### config.mk
export PLATFORM = sky130hd
export DESIGN_NAME = updown_counter_n_flat
export DESIGN_NICKNAME = d
export VERILOG_FILES = /design/src/rtl/updown_counter_n_pkg.sv /design/src/rtl/updown_counter_n_if.sv /design/src/rtl/updown_counter_n_bin2gray.sv /design/src/rtl/updown_counter_n.sv /design/src/flat_wrapper.sv
export SDC_FILE = /design/constraint.sdc
export NUM_CORES = 1
export LEC_CHECK = 0
export BUFFER_PORTS_ARGS = -buffer_cell sky130_fd_sc_hd__buf_2
export CORE_AREA = 2 2 39 41
export CTS_CLUSTER_SIZE = 28
export DETAILED_ROUTE_END_ITERATION = 6
export DIE_AREA = 0 0 41 43
export PLACE_DENSITY_LB_ADDON = 0.25
export SKIP_LAST_GASP = 1
export SLEW_MARGIN = 40
export SYNTH_ARGS = -nofsm -noshare
export SYNTH_HDL_FRONTEND = slang
export SYNTH_SLANG_ARGS = --single-unit
### constraint.sdc
create_clock -name clk -period 4.1 [get_ports clk]
set_input_delay 0.615 -clock clk [delete_from_list [all_inputs] [get_ports clk]]
set_output_delay 0.615 -clock clk [all_outputs]
set_load 0.02 [all_outputs]
### src/rtl/updown_counter_n_pkg.sv
// Shared constants and parameter helpers for the up/down mod-N counter family.
// Users import counter_pkg::* to get the mode constants and range helpers.
package counter_pkg;

    // End-of-range behaviour selectors for the SATURATE parameter.
    localparam bit CNT_WRAP = 1'b0;
    localparam bit CNT_SAT  = 1'b1;

    // Largest legal count value for a given modulus.
    function automatic longint max_count(input longint modulus);
        return modulus - 64'sd1;
    endfunction

    // WIDTH must be 2..32 and MODULUS must fit: 2 <= MODULUS <= 2**WIDTH.
    function automatic bit params_ok(input int width, input longint modulus);
        return (width >= 2) && (width <= 32) &&
               (modulus >= 64'sd2) &&
               (modulus <= (64'sd1 <<< width));
    endfunction

endpackage

### src/rtl/updown_counter_n_if.sv
// Control/status bundle of one updown_counter_n instance.
// master = the controlling logic, slave = the counter itself.
interface updown_counter_n_if #(
    parameter int WIDTH = 4
);
    logic             en;
    logic             up_dn;
    logic             clr;
    logic             load;
    logic [WIDTH-1:0] din;
    logic [WIDTH-1:0] q;
    logic [WIDTH-1:0] q_gray;
    logic             tc;
    logic             wrap;

    modport master (
        output en, up_dn, clr, load, din,
        input  q, q_gray, tc, wrap
    );

    modport slave (
        input  en, up_dn, clr, load, din,
        output q, q_gray, tc, wrap
    );
endinterface

### src/rtl/updown_counter_n_bin2gray.sv
// Binary to reflected-Gray conversion, purely combinational.
// Also used when passing count values across clock domains.
module bin2gray #(
    parameter int WIDTH = 4
) (
    input  logic [WIDTH-1:0] bin,
    output logic [WIDTH-1:0] gray
);

    assign gray = bin ^ (bin >> 1);

endmodule

### src/rtl/updown_counter_n.sv
// Parametrised up/down mod-N counter with clear, load, wrap/saturate ends
// and cascade outputs (combinational tc, registered one-cycle wrap pulse).
module updown_counter_n
    import counter_pkg::*;
#(
    parameter int     WIDTH    = 4,
    parameter longint MODULUS  = 16,
    parameter bit     SATURATE = CNT_WRAP
) (
    input  logic               clk,
    input  logic               rst,
    updown_counter_n_if.slave  bus
);

    generate
        if (!params_ok(WIDTH, MODULUS)) begin : g_param_err
            $error("updown_counter_n: illegal WIDTH=%0d / MODULUS=%0d", WIDTH, MODULUS);
        end
    endgenerate

    localparam logic [WIDTH-1:0] MAX_Q = WIDTH'(max_count(MODULUS));

    logic [WIDTH-1:0] q_reg;
    logic [WIDTH-1:0] q_next;
    logic             wrap_reg;
    logic             wrap_next;
    logic             at_max;
    logic             at_zero;

    assign at_max  = (q_reg == MAX_Q);
    assign at_zero = (q_reg == '0);

    // Priority: clr > load > en > hold (rst is handled by the register).
    // NOTE: every variable gets a default before the if-chain, so no path
    // leaves it unassigned and no latch is inferred.
    always_comb begin
        q_next    = q_reg;
        wrap_next = 1'b0;
        if (bus.clr) begin
            q_next = '0;
        end else if (bus.load) begin
            q_next = (bus.din > MAX_Q) ? MAX_Q : bus.din;
        end else if (bus.en) begin
            if (bus.up_dn) begin
                if (at_max) begin
                    q_next    = (SATURATE == CNT_SAT) ? q_reg : '0;
                    wrap_next = 1'b1;
                end else begin
                    q_next = q_reg + WIDTH'(1);
                end
            end else begin
                if (at_zero) begin
                    q_next    = (SATURATE == CNT_SAT) ? q_reg : MAX_Q;
                    wrap_next = 1'b1;
                end else begin
                    q_next = q_reg - WIDTH'(1);
                end
            end
        end
    end

    // NOTE: non-blocking assignments here so every register samples the
    // pre-edge values, independent of statement order.
    always_ff @(posedge clk or posedge rst) begin
        if (rst) begin
            q_reg    <= '0;
            wrap_reg <= 1'b0;
        end else begin
            q_reg    <= q_next;
            wrap_reg <= wrap_next;
        end
    end

    // tc is deliberately ungated by clr/load so it can feed the next stage's en
    // in the same cycle; cascades treat clr/load as global.
    assign bus.tc = bus.en & ((bus.up_dn & at_max) | (~bus.up_dn & at_zero));

    assign bus.q    = q_reg;
    assign bus.wrap = wrap_reg;

    bin2gray #(
        .WIDTH (WIDTH)
    ) u_bin2gray (
        .bin  (q_reg),
        .gray (bus.q_gray)
    );

endmodule

### src/flat_wrapper.sv
// flat-port wrapper written by rule: the top's interface ports become plain ports
module updown_counter_n_flat import counter_pkg::*;
#(
    parameter int     WIDTH    = 4,
    parameter longint MODULUS  = 16,
    parameter bit     SATURATE = CNT_WRAP
)
  (clk, rst, bus_en, bus_up_dn, bus_clr, bus_load, bus_din, bus_q, bus_q_gray, bus_tc, bus_wrap);
  updown_counter_n_if #(.WIDTH(WIDTH)) bus_i ();
  input  logic clk;
  input  logic rst;
  input wire logic [$bits(bus_i.en)-1:0] bus_en;
  input wire logic [$bits(bus_i.up_dn)-1:0] bus_up_dn;
  input wire logic [$bits(bus_i.clr)-1:0] bus_clr;
  input wire logic [$bits(bus_i.load)-1:0] bus_load;
  input wire logic [$bits(bus_i.din)-1:0] bus_din;
  output wire logic [$bits(bus_i.q)-1:0] bus_q;
  output wire logic [$bits(bus_i.q_gray)-1:0] bus_q_gray;
  output wire logic [$bits(bus_i.tc)-1:0] bus_tc;
  output wire logic [$bits(bus_i.wrap)-1:0] bus_wrap;
  assign bus_i.en = bus_en;
  assign bus_i.up_dn = bus_up_dn;
  assign bus_i.clr = bus_clr;
  assign bus_i.load = bus_load;
  assign bus_i.din = bus_din;
  assign bus_q = bus_i.q;
  assign bus_q_gray = bus_i.q_gray;
  assign bus_tc = bus_i.tc;
  assign bus_wrap = bus_i.wrap;
  updown_counter_n #(.WIDTH(WIDTH), .MODULUS(MODULUS), .SATURATE(SATURATE)) u_core (.clk(clk), .rst(rst), .bus(bus_i));
endmodule
; Yosys cells after proc, flatten, opt, wreduce, memory -nomap -nowiden
; Cells that the tools add are included.
[totals]
inputBits = 10
elab_cells = 27
out_inout_bits = 10
reg_bits = 5
[classes]
magnitude_cmp = 1
eq_ne = 1
n_reduce_logical = 2
n_mux = 13
n_bitwise = 6
add_sub_neg = 2
[op_table]
columns = op, count
row1 = 4-bit 2-to-1 mux, 7
row2 = 1-bit 2-to-1 mux, 6
row3 = 4-bit by 1-bit adder with 4-bit output (second input constant), 1
row4 = 4-bit equality test (second input constant), 1
row5 = 4-bit > comparator (second input constant), 1
row6 = 4-bit logical NOT, 1
row7 = 4-bit by 1-bit subtractor with 4-bit output (second input constant), 1
row8 = 4-bit by 3-bit bitwise XOR with 4-bit output, 1
row9 = 1-bit bitwise AND, 3
row10 = 3-bit nonzero test, 1
row11 = 1-bit NOT, 1
row12 = 1-bit bitwise OR, 1

; Depth between registers and ports, before layout
; Gate-level depths: netlist (run 1).
[logic_depth]
word_depth = 6
mapped_depth = 5
mapped_depth_nobuf = 5

; Modules after synthesis
; A second synthesis (run 1) with hierarchy kept.
[unflattened]
hier_cells = 54
hier_area_um2 = 447.9
[by_module_without_submodules]
columns = module, cells_each, instances, seq_area_each_um2, area_per_inst_um2
row1 = updown_counter_n, 50, 1, 125.1, 414.1
row2 = bin2gray, 4, 1, 0.0, 33.8

; Least setup slack after synthesis (run 1)
; OpenSTA, ideal clock, no wires.
[synth_path]
path_type = reg-to-output
startpoint = register u_core.q_reg[2], in the netlist u_core.bus.q[2]
endpoint = output bus_tc
setup_slack_ns = 2.201
arrival_ns = 1.284
path_stages_with_launch = 6
cell_sequence = dfrtp_1 -> inv_1 -> ha_1 -> nand2_1 -> o21ai_0 -> and2_1
[synth_via]
elab_chain_cells = 4
[synth_rtl]
columns = item, line_no
row1 = start: declaration, updown_counter_n.sv:23  ; logic [WIDTH-1:0] q_reg;
row2 = start signal: assignment, updown_counter_n.sv:69  ; q_reg <= q_next;
row3 = 4-bit equality test or 4-bit logical NOT (tied branches), "updown_counter_n.sv:30, updown_counter_n.sv:31"
row4 = 1-bit bitwise AND, updown_counter_n.sv:76  ; assign bus.tc = bus.en & ((bus.up_dn & at_max) | (~bus.up_dn & at_zero));
row5 = 1-bit bitwise OR *, updown_counter_n.sv:76
row6 = 1-bit bitwise AND *, updown_counter_n.sv:76
row7 = end: declaration, flat_wrapper.sv:19  ; output wire logic [$bits(bus_i.tc)-1:0] bus_tc;
; Every way passes the cells marked *; elsewhere a longest branch is shown, timed or not.

; Worst setup path after layout (run 1)
; Same ends and word-level chain as after synthesis.

==> PnR_summary.wiki, run 1 <==
{| class="wikitable"
! Metric !! Value
|-
| GPL Wtd Cong || 0.824
|-
| Synth warn || 0
|-
| Drt first-iter violations || 7
|-
| Area added between synthesis and finish || 23.0%
|-
| Min Clock Period, post-route || 2.25 ns
|-
| Number of hold-slack violations in the final timing report || 0
|-
| Antenna Violating Nets Remaining || 0
|-
| Number of DRC violations after detailed routing || 0
|-
| Unrepaired setup endpoints after global routing || no
|-
| Final non-filler cell area || 628 µm²
|-
| Vias in the first global route || 401
|-
| Buffer count from post-CTS setup fixing || 0
|-
| Cts hold-fix bufs || 0
|-
| Power per standard cell area || 288 mW/mm²
|-
| Core outline area || 0.00138 mm²
|-
| Number of fillers in the final layout || 141
|-
| Number of antenna diodes || 0
|-
| Critical path class || flop to output pin
|-
| Area leader, netlist || sky130_fd_sc_hd__dfrtp_1
|-
| Clock latency at the later pin of the worst-skew pair || 0.24 ns
|-
| Top cells by area in the synthesized netlist || sky130_fd_sc_hd__dfrtp_1 25%, sky130_fd_sc_hd__ha_1 17%, sky130_fd_sc_hd__inv_1 4.4%
|-
| Total power || 0.181 mW
|-
| Max stage delay on crit path || 0.43 ns
|-
| Cell type of the slowest stage on the worst timing path || sky130_fd_sc_hd__dfrtp_1
|-
| Final critical-path setup slack || 1.85 ns
|-
| Post-DR wirelength/cell || 12.1 µm
|-
| Area share of the largest cell type after synthesis || 24.5%
|-
| Number of flip-flops under the largest register name || 4
|-
| Slew margin rel. || 77.4%
|-
| Worst hold path class || primary input to async pin
|-
| Width of the die || 41 µm
|-
| CTS tree || built
|-
| Max Freq || 445 MHz
|-
| Total Neg Setup Slack || 0 ns
|-
| Maximum number of pins on one net before global-route repair || 11
|-
| Post-synthesis cell count || 58
|-
| Critical path data arrival time || 1.63 ns
|-
| Share of layout cells above drive strength 1 || 33.3%
|-
| Transition at the pin with the smallest max-transition slack || 0.336 ns
|-
| Cell Chain, Critical Path || inv_1, ha_1, nand2_1, o21ai_0, and2_1, buf_2
|-
| Detailed-router iteration count before antenna repair || 4
|-
| CTS Root Buffer Type || sky130_fd_sc_hd__clkbuf_4
|-
| Worst IR drop on VDD || 0.0000754 V
|-
| Net Count, Synth || 75
|-
| Post-synthesis sequential element count || 5
|-
| Run status || finished clean
|-
| Final layout net count || 96
|-
| CTS Buf Count || 3
|-
| Number of buffers inserted by port buffering || 19
|-
| Full die area || 0.00176 mm²
|-
| Critical path peak fanout || 6
|-
| Maximum root-to-sink buffer count || 2
|-
| Startpoint types || flop
|-
| Leakage power summed over all cells || 0.327 nW
|-
| Placed instance area || 602 µm²
|-
| Maximum clock skew at final layout || 0.00208 ns
|-
| Detail-routed via count per cell || 5.46
|-
| Post-synthesis async set-or-reset flop share || 100%
|-
| Height of the chip || 43 µm
|-
| Average cell area after synthesis || 8.80 µm²
|-
| Total routing usage reported by global routing || 13.3%
|-
| Routed via count || 513
|-
| Final Cycle Share || 54.8%
|-
| Dominant synthesized flop cell || sky130_fd_sc_hd__dfrtp_1
|-
| EDFF count, synth || 0
|-
| Required time of the critical path || 3.48 ns
|-
| Starting Density || 36.9%
|-
| Global route overflow || 0
|-
| Post-Synthesis Cell Area || 510 µm²
|-
| Worst-case hold slack || 0.263 ns
|-
| Crit path capture type || output pin
|-
| Post-Route WL || 1140 µm
|-
| Number of max-slew violations in the final report || 0
|-
| Sequential-to-total area share from yosys stat || 24.5%
|-
| Number of top-level design ports || 20
|-
| Pre-CTS setup slack || 2.11 ns
|-
| Reg clk slew, reported paths || 0.04 ns
|-
| Max Cap Violations || 0
|-
| Number of antenna violations at the first check in global routing || 0
|-
| Number of gates given a new drive strength after cts || 0
|-
| Detailed Place HPWL || 905 µm
|-
| Sink count of the clock tree || 5
|-
| Count of different cell masters after synthesis || 35
|-
| First-pass GRT wire length || 1600 µm
|-
| Site Rows || 14
|-
| Setup Viol. Count Final || 0
|-
| Number of levels the H-tree was split into || 1
|}
==> worst max-delay path: cells and delay by family (launching register included) <==
family / cells / cell delay [ns]
adder cells (fa/ha/maj): 1 / 0.23
flip-flops: 1 / 0.43
AO/OA/AOI/OAI: 1 / 0.20
AND/OR/NAND/NOR: 2 / 0.23
buffers and inverters: 2 / 0.30
==> power breakdown <==
part           switching (mW)  total (mW)  internal (mW)
clock network          0.0183      0.0550         0.0367
registers             0.00634      0.0596         0.0532
logic                  0.0398      0.0665         0.0267
total                  0.0645       0.181          0.117
==> cell usage after synthesis, drive strengths merged (2+ instances only) <==
cell,number
ha,7
inv,6
dfrtp,5
nand2,5
buf,3
a21oi,2
a31oi,2
nand3,2
nor2b,2
==> metal layers <==
layer  vias to the layer above  global-route usage [%]  routed length [µm]
met4                         0                    10.0                   0
met1                       239                    15.9                 505
met2                        21                    20.3                 570
li1                        253                       -                   -
met3                         0                    1.57                  61
met5                         -                       0                   0
==> worst paths after layout <==
kind | slack (ns) | endpoint | depth (start not counted) | start
max | 1.85 | bus_tc | 6 | u_core.bus.q[2]
min | 0.26 | u_core.bus.q[2] | 2 | rst
max reg2reg | 2.49 | u_core.bus.q[3] | 5 | u_core.bus.q[2]
min reg2reg | 0.58 | u_core.bus.q[1] | 2 | u_core.bus.q[1]
max in group asynchronous | 3.67 | u_core.bus.q[0] | 2 | rst
min in group clk | 0.58 | u_core.bus.q[1] | 2 | u_core.bus.q[1]
==> area by class of cell <==
type | instances | area [µm²] | share of cell area (%)
sequential | 5 | 125 | 19.9
inverter | 6 | 22.5 | 3.59
multi-input combinational | 44 | 339 | 54.0
tap | 16 | 20.0 | 3.19
clock buffer | 4 | 26.3 | 4.18
timing repair buffer | 19 | 95.1 | 15.1
==> cells in the final DEF (no fill, tap or decap), drive strengths merged, types with 2 or more instances in the layout <==
master	netlist	layout
a21oi	2	2
clkbuf	0	4
ha	7	7
nor2b	2	2
buf	3	19
nand3	2	2
dfrtp	5	5
a31oi	2	2
nand2	5	5
inv	6	6
==> kinds of logic (layout without fill, tap and decap cells) <==
kind of cell,Yosys count,after routing,synth area share [%]
adder cells (fa/ha/maj),7,7,17.2
buffers and inverters,9,29,9.07
multiplexers,1,1,1.96
flip-flops,5,5,24.5
AND/OR/NAND/NOR,19,19,22.1
AO/OA/AOI/OAI,17,17,25.2
==> through the flow <==
step / util (%) / std cells
5_1_grt: 45.4 / 94
4_1_cts: 45.4 / 94
6_report: 45.4 / 94
3_3_place_gp: 43.5 / 90
3_5_place_dp: 43.5 / 90
2_1_floorplan: - / 58
(Power assumes the default switching activity.)
==> inputs of run 2 (changes only) <==
==> constraint.sdc (replaced) <==
create_clock -name clk -period 2 [get_ports clk]
set_input_delay 0.3 -clock clk [delete_from_list [all_inputs] [get_ports clk]]
set_output_delay 0.3 -clock clk [all_outputs]
set_load 0.02 [all_outputs]
==> run 2 against run 1 <==
Against the previous run: power rose by 110%; largest cell class unchanged; via count fell by 5.7%; cell count rose by 1.1%.
==> PnR_summary.wiki, run 2 (synthesized netlist as in run 1, its figures left out) <==
{| class="wikitable"
! Metric !! Value
|-
| Run status || finished clean
|-
| Full die area || 0.00176 mm²
|-
| CTS Buf Count || 3
|-
| Post-Route WL || 1100 µm
|-
| Setup Viol. Count Final || 0
|-
| Reg clk slew, reported paths || 0.04 ns
|-
| Drt first-iter violations || 4
|-
| Worst IR drop on VDD || 0.000172 V
|-
| Required time of the critical path || 1.70 ns
|-
| First-pass GRT wire length || 1670 µm
|-
| Max stage delay on crit path || 0.45 ns
|-
| Buffers & Inverters on Critical Path || 2
|-
| Total routing usage reported by global routing || 14.0%
|-
| Worst hold path class || primary input to flop
|-
| Cell depth of the worst setup path || 6
|-
| Area added between synthesis and finish || 25.0%
|-
| Maximum root-to-sink buffer count || 2
|-
| CTS tree || built
|-
| Crit path capture type || output pin
|-
| Starting Density || 36.9%
|-
| Number of flip-flops under the largest register name || 4
|-
| Commonest cells after routing, fill and taps aside || 19 x sky130_fd_sc_hd__buf_2, 7 x sky130_fd_sc_hd__ha_1, 5 x sky130_fd_sc_hd__nand2_1, 5 x sky130_fd_sc_hd__inv_1, 5 x sky130_fd_sc_hd__dfrtp_1
|-
| Width of the die || 41 µm
|-
| Endpoint of the worst hold-timing path || u_core.bus.q[2]
|-
| Source of the worst hold timing path || bus_clr
|-
| Total Neg Setup Slack || 0 ns
|-
| Commonest non-fill, non-tap cell in the layout || sky130_fd_sc_hd__buf_2
|-
| Post-DR wirelength/cell || 11.6 µm
|-
| Routed via count || 484
|-
| Placed instance area || 602 µm²
|-
| Number of max-slew violations in the final report || 0
|-
| Cell Chain, Critical Path || inv_1, ha_1, nand2_1, o21ai_1, and2_1, buf_2
|-
| Terminus of the critical flop-to-flop path || u_core.bus.q[3]
|-
| Antenna Violating Nets Remaining || 0
|-
| Number of hold-slack violations in the final timing report || 0
|-
| Cell type of the slowest stage on the worst timing path || sky130_fd_sc_hd__dfrtp_1
|-
| Max Cap Violations || 0
|-
| Max Freq || 544 MHz
|-
| Maximum number of pins on one net before global-route repair || 11
|-
| Global route overflow || 0
|-
| Family with the most delay on the worst path || flip-flops
|-
| Number of antenna violations at the first check in global routing || 0
|-
| Final layout net count || 97
|-
| R2r setup slk || 0.44 ns
|-
| Worst R2R Path Depth || 5
|-
| CTS Root Buffer Type || sky130_fd_sc_hd__clkbuf_4
|-
| Startpoint types || flop
|-
| Transition at the pin with the smallest max-transition slack || 0.318 ns
|-
| GPL Wtd Cong || 0.823
|-
| Critical path data arrival time || 1.54 ns
|-
| Detailed Place HPWL || 886 µm
|-
| Vias in the first global route || 405
|-
| Sink count of the clock tree || 5
|-
| Height of the chip || 43 µm
|-
| Critical path peak fanout || 8
|-
| Maximum clock skew at final layout || 0.00295 ns
|-
| Min Clock Period, post-route || 1.84 ns
|-
| Final core utilization || 46.1%
|-
| Detail-routed via count per cell || 5.09
|-
| Source of the worst register-to-register timing path || u_core.bus.q[1]
|-
| Number of levels the H-tree was split into || 1
|-
| Hold Path Stages || 2
|-
| Core outline area || 0.00138 mm²
|-
| Clock latency at the later pin of the worst-skew pair || 0.24 ns
|-
| Power per standard cell area || 583 mW/mm²
|-
| Site Rows || 14
|-
| Worst-case hold slack || 0.300 ns
|-
| Final non-filler cell area || 638 µm²
|-
| Critical path class || flop to output pin
|-
| Final Cycle Share || 91.8%
|-
| Multi-input gate area in the final layout || 339 µm²
|-
| Number of DRC violations after detailed routing || 0
|-
| Total power || 0.372 mW
|-
| Number of antenna diodes || 0
|-
| Number of fillers in the final layout || 147
|-
| Sequential cell area || 125 µm²
|-
| Leakage power summed over all cells || 0.331 nW
|-
| Share of layout cells above drive strength 1 || 34.2%
|-
| Number of top-level design ports || 20
|-
| Number of buffers inserted by port buffering || 19
|-
| Detailed-router iteration count before antenna repair || 2
|-
| Unrepaired setup endpoints after global routing || no
|-
| Slew margin rel. || 78.6%
|}
run 2: changes by cell type in the layout (fill, tap and decap cells not counted):
cell,before,now
sky130_fd_sc_hd__dlygate4sd3_1,0,1
sky130_fd_sc_hd__inv_1,6,5
sky130_fd_sc_hd__inv_2,0,1
sky130_fd_sc_hd__o21ai_0,1,0
sky130_fd_sc_hd__o21ai_1,0,1
run 2: metal layers:
metal  wire [µm]  vias up  GRT usage [%]
met5           0        -              0
met4           0        0           10.0
met3          54        0           1.57
met2         557       11           21.9
met1         489      220           16.5
li1            -      253              -
run 2: through the flow:
| stage | setup slack (ns) | instances |
|---|---|---|
| global placement | 0.351 | 90 |
| finish | 0.163 | 95 |
| detailed placement | 0.330 | 90 |
| CTS | 0.0642 | 95 |
| floorplan | 0.403 | 58 |
| global route | 0.00314 | 95 |
run 2: worst reg2reg max path, stage by stage (launching register included):
cell and delay [ns]:
sky130_fd_sc_hd__dfrtp_1 0.42, sky130_fd_sc_hd__inv_1 0.11, sky130_fd_sc_hd__ha_1 0.20, sky130_fd_sc_hd__a21boi_0 0.29, sky130_fd_sc_hd__o2111ai_1 0.17, sky130_fd_sc_hd__o32ai_1 0.28
run 2: power breakdown:
group	leakage, nW	total (mW)	internal (mW)	switching, mW
combinational	0.250	0.137	0.0559	0.0807
sequential	0.0656	0.122	0.109	0.0134
clock	0.0150	0.113	0.0752	0.0379
total	0.331	0.372	0.240	0.132
run 2: how the worst max path moves through the flow:
stage	start	end	slack [ns]
final	u_core.bus.q[0]	bus_tc	0.16
after global routing	u_core.bus.q[1]	bus_tc	0.003
after CTS	u_core.bus.q[2]	bus_tc	0.06
after detailed placement	u_core.bus.q[2]	bus_tc	0.33
after global placement	u_core.bus.q[2]	bus_tc	0.35
after floorplan	u_core.bus.q[2]	u_core.bus.q[2]	0.40
run 2: area by class of cell:
class / instances / share of cell area [%]
Inverter: 6 / 3.53
Clock buffer: 4 / 4.12
Multi-Input combinational cell: 44 / 53.1
Tap cell: 16 / 3.14
Timing Repair Buffer: 20 / 16.5
Sequential cell: 5 / 19.6
run 2: timing repair:
item,CTS,global route
endpoints found under the hold margin,5,0
buffers inserted,0,0
setup endpoints to repair,0,1
gates resized for setup,0,2
hold buffers,1,0
==> inputs of run 3 (changes only) <==
--- a/config.mk
+++ b/config.mk
@@ -6,10 +6,12 @@
 export NUM_CORES = 1
 export LEC_CHECK = 0
 export BUFFER_PORTS_ARGS = -buffer_cell sky130_fd_sc_hd__buf_2
-export CORE_AREA = 2 2 39 41
+export CELL_PAD_IN_SITES_DETAIL_PLACEMENT = 2
+export CELL_PAD_IN_SITES_GLOBAL_PLACEMENT = 2
+export CORE_MARGIN = 1.5
+export CORE_UTILIZATION = 23
 export CTS_CLUSTER_SIZE = 28
 export DETAILED_ROUTE_END_ITERATION = 6
-export DIE_AREA = 0 0 41 43
 export PLACE_DENSITY_LB_ADDON = 0.25
 export SKIP_LAST_GASP = 1
 export SLEW_MARGIN = 40
==> run 3 against run 2 <==
Against the previous run: sequential power about the same; die area increased by 42%; worst hold slack improved by 0.0067 ns; wire length increased by 36%; via count increased by 6.6%; power increased by 3.1%; critical path type unchanged; largest cell class unchanged.
==> PnR_summary.wiki, run 3 (synthesized netlist as in run 1, its figures left out) <==
{| class="wikitable"
! Metric !! Value
|-
| Vias in the first global route || 532
|-
| Min Clock Period, post-route || 1.85 ns
|-
| Capturing instance or port of the critical path || bus_tc
|-
| Final Cycle Share || 92.3%
|-
| Switching share of total power || 36.8%
|-
| Switching power || 0.141 mW
|-
| Clock latency at the later pin of the worst-skew pair || 0.24 ns
|-
| Final layout net count || 97
|-
| GPL Wtd Cong || 0.762
|-
| Source of the worst register-to-register timing path || u_core.bus.q[3]
|-
| Crit path capture type || output pin
|-
| Max Freq || 542 MHz
|-
| Detailed Place HPWL || 1270 µm
|-
| Critical path class || flop to output pin
|-
| Max Cap Violations || 0
|-
| Max stage delay on crit path || 0.45 ns
|-
| Maximum number of pins on one net before global-route repair || 11
|-
| Power per standard cell area || 586 mW/mm²
|-
| Worst R2R Path Depth || 5
|-
| Post-DR wirelength/cell || 14.1 µm
|-
| Leakage power summed over all cells || 0.329 nW
|-
| Number of levels the H-tree was split into || 1
|-
| Buffers & Inverters on Critical Path || 2
|-
| Hold Path Stages || 2
|-
| Reg clk slew, reported paths || 0.04 ns
|-
| Detail-routed via count per cell || 4.87
|-
| Total power || 0.384 mW
|-
| Number of max-slew violations in the final report || 0
|-
| Drt first-iter violations || 0
|-
| Worst IR drop on VDD || 0.000194 V
|-
| Number of antenna diodes || 0
|-
| Commonest non-fill, non-tap cell in the layout || sky130_fd_sc_hd__buf_2
|-
| Total routing usage reported by global routing || 13.7%
|-
| Site Rows || 16
|-
| Worst hold path class || primary input to flop
|-
| Placed instance area || 616 µm²
|-
| Full die area || 0.00251 mm²
|-
| Post-Route WL || 1500 µm
|-
| Sink count of the clock tree || 5
|-
| Startpoint types || flop
|-
| Family with the most delay on the worst path || flip-flops
|-
| Cell depth of the worst setup path || 6
|-
| Area added between synthesis and finish || 28.4%
|-
| Cell type of the slowest stage on the worst timing path || sky130_fd_sc_hd__dfrtp_1
|-
| Number of flip-flops under the largest register name || 4
|-
| Number of antenna violations at the first check in global routing || 0
|-
| Number of DRC violations after detailed routing || 0
|-
| Terminus of the critical flop-to-flop path || u_core.bus.q[0]
|-
| Required time of the critical path || 1.70 ns
|-
| Number of buffers inserted by port buffering || 19
|-
| Global route overflow || 0
|-
| Share of layout cells above drive strength 1 || 36.7%
|-
| Internal power || 0.243 mW
|-
| Final core utilization || 32.4%
|-
| Number of top-level design ports || 20
|-
| Core outline area || 0.00202 mm²
|-
| Cell Chain, Critical Path || inv_1, ha_2, nand2_1, o21ai_1, and2_1, buf_2
|-
| Timing startpoint of the critical path || u_core.bus.q[0]
|-
| R2r setup slk || 0.40 ns
|-
| Share of total power in sequential cells || 32.2%
|-
| Number of hold-slack violations in the final timing report || 0
|-
| Combinational cell fraction of total power || 37.3%
|-
| CTS Root Buffer Type || sky130_fd_sc_hd__clkbuf_4
|-
| CTS tree || built
|-
| Width of the die || 50.1 µm
|-
| Critical path peak fanout || 8
|-
| Relative contribution of the clock network to total power || 30.5%
|-
| Final non-filler cell area || 656 µm²
|-
| Slew margin rel. || 77.1%
|-
| Antenna Violating Nets Remaining || 0
|-
| Routed via count || 516
|-
| Detailed-router iteration count before antenna repair || 1
|-
| First-pass GRT wire length || 2550 µm
|-
| CTS Buf Count || 3
|-
| Maximum root-to-sink buffer count || 2
|-
| Setup Viol. Count Final || 0
|-
| Critical path data arrival time || 1.55 ns
|-
| Height of the chip || 50.1 µm
|-
| Commonest cells after routing, fill and taps aside || 19 x sky130_fd_sc_hd__buf_2, 6 x sky130_fd_sc_hd__ha_1, 5 x sky130_fd_sc_hd__nand2_1, 5 x sky130_fd_sc_hd__inv_1, 4 x sky130_fd_sc_hd__dfrtp_1
|-
| Transition at the pin with the smallest max-transition slack || 0.344 ns
|-
| Starting Density || 25.2%
|-
| Maximum clock skew at final layout || 0.00278 ns
|-
| Run status || finished clean
|}
run 3: cell counts in the layout (fill, tap and decap cells not counted):
No cell type changed its count.
run 3: how the worst min path moves through the flow:
| stage | slack [ns] | start | endpoint |
|---|---|---|---|
| after global placement | 0.20 | rst | u_core.bus.q[1] |
| after CTS | 0.32 | bus_clr | u_core.bus.q[2] |
| after floorplan | 0.08 | rst | u_core.bus.q[0] |
| after detailed placement | 0.22 | rst | u_core.bus.q[1] |
| final | 0.31 | bus_clr | u_core.bus.q[2] |
| after global routing | 0.33 | bus_clr | u_core.bus.q[2] |
run 3: metrics by stage:
| stage | cells | setup WS, ns | hold WS (ns) | setup TNS (ns) |
|---|---|---|---|---|
| 6_report | 106 | 0.153 | 0.307 | 0 |
| 5_1_grt | 106 | -0.00604 | 0.333 | -0.00604 |
| 4_1_cts | 106 | 0.0215 | 0.316 | 0 |
| 3_5_place_dp | 101 | 0.286 | 0.218 | 0 |
| 3_3_place_gp | 101 | 0.351 | 0.204 | 0 |
| 2_1_floorplan | 58 | 0.403 | 0.0785 | 0 |
run 3: power groups by stage:
| stage | combinational, mW | clock (mW) | sequential, mW |
|---|---|---|---|
| CTS | 0.144 | 0.124 | 0.124 |
| finish | 0.143 | 0.117 | 0.124 |
| global placement | 0.138 | 0 | 0.125 |
| detailed placement | 0.142 | 0 | 0.125 |
| global route | 0.161 | 0.129 | 0.126 |
| floorplan | 0.0921 | 0 | 0.130 |
run 3: worst register-to-register path, delay by kind of cell, from the launching register on:
family	cells	cell delay (ns)
fa+ha+maj	1	0.23
buf+inv	1	0.08
flops	1	0.50
compound gates	3	0.66
run 3: final cells by class:
| class | instances | area, µm² |
|---|---|---|
| fillers | 253 | 1370 |
| multi-input cells | 44 | 342 |
| flip-flops and latches | 5 | 126 |
| repair buffers | 20 | 105 |
| well taps | 27 | 33.8 |
| clock buffers | 4 | 26.3 |
| inverters | 6 | 22.5 |
run 3: layer usage:
| metal | GRT usage [%] | share of wire (%) | wire length [µm] |
|---|---|---|---|
| met1 | 16.0 | 42 | 635 |
| met3 | 1.21 | 4.6 | 69 |
| met2 | 23.7 | 52 | 777 |
| met4 | 8.33 | 0.94 | 14 |
| met5 | 0 | 0 | 0 |
run 3: repair_timing:
action / 4_1_cts / 5_1_grt
endpoints found under the hold margin: 5 / 0
setup buffers: 0 / 0
setup endpoints to repair: 0 / 1
resized for setup: 0 / 4
hold buffers: 1 / 0
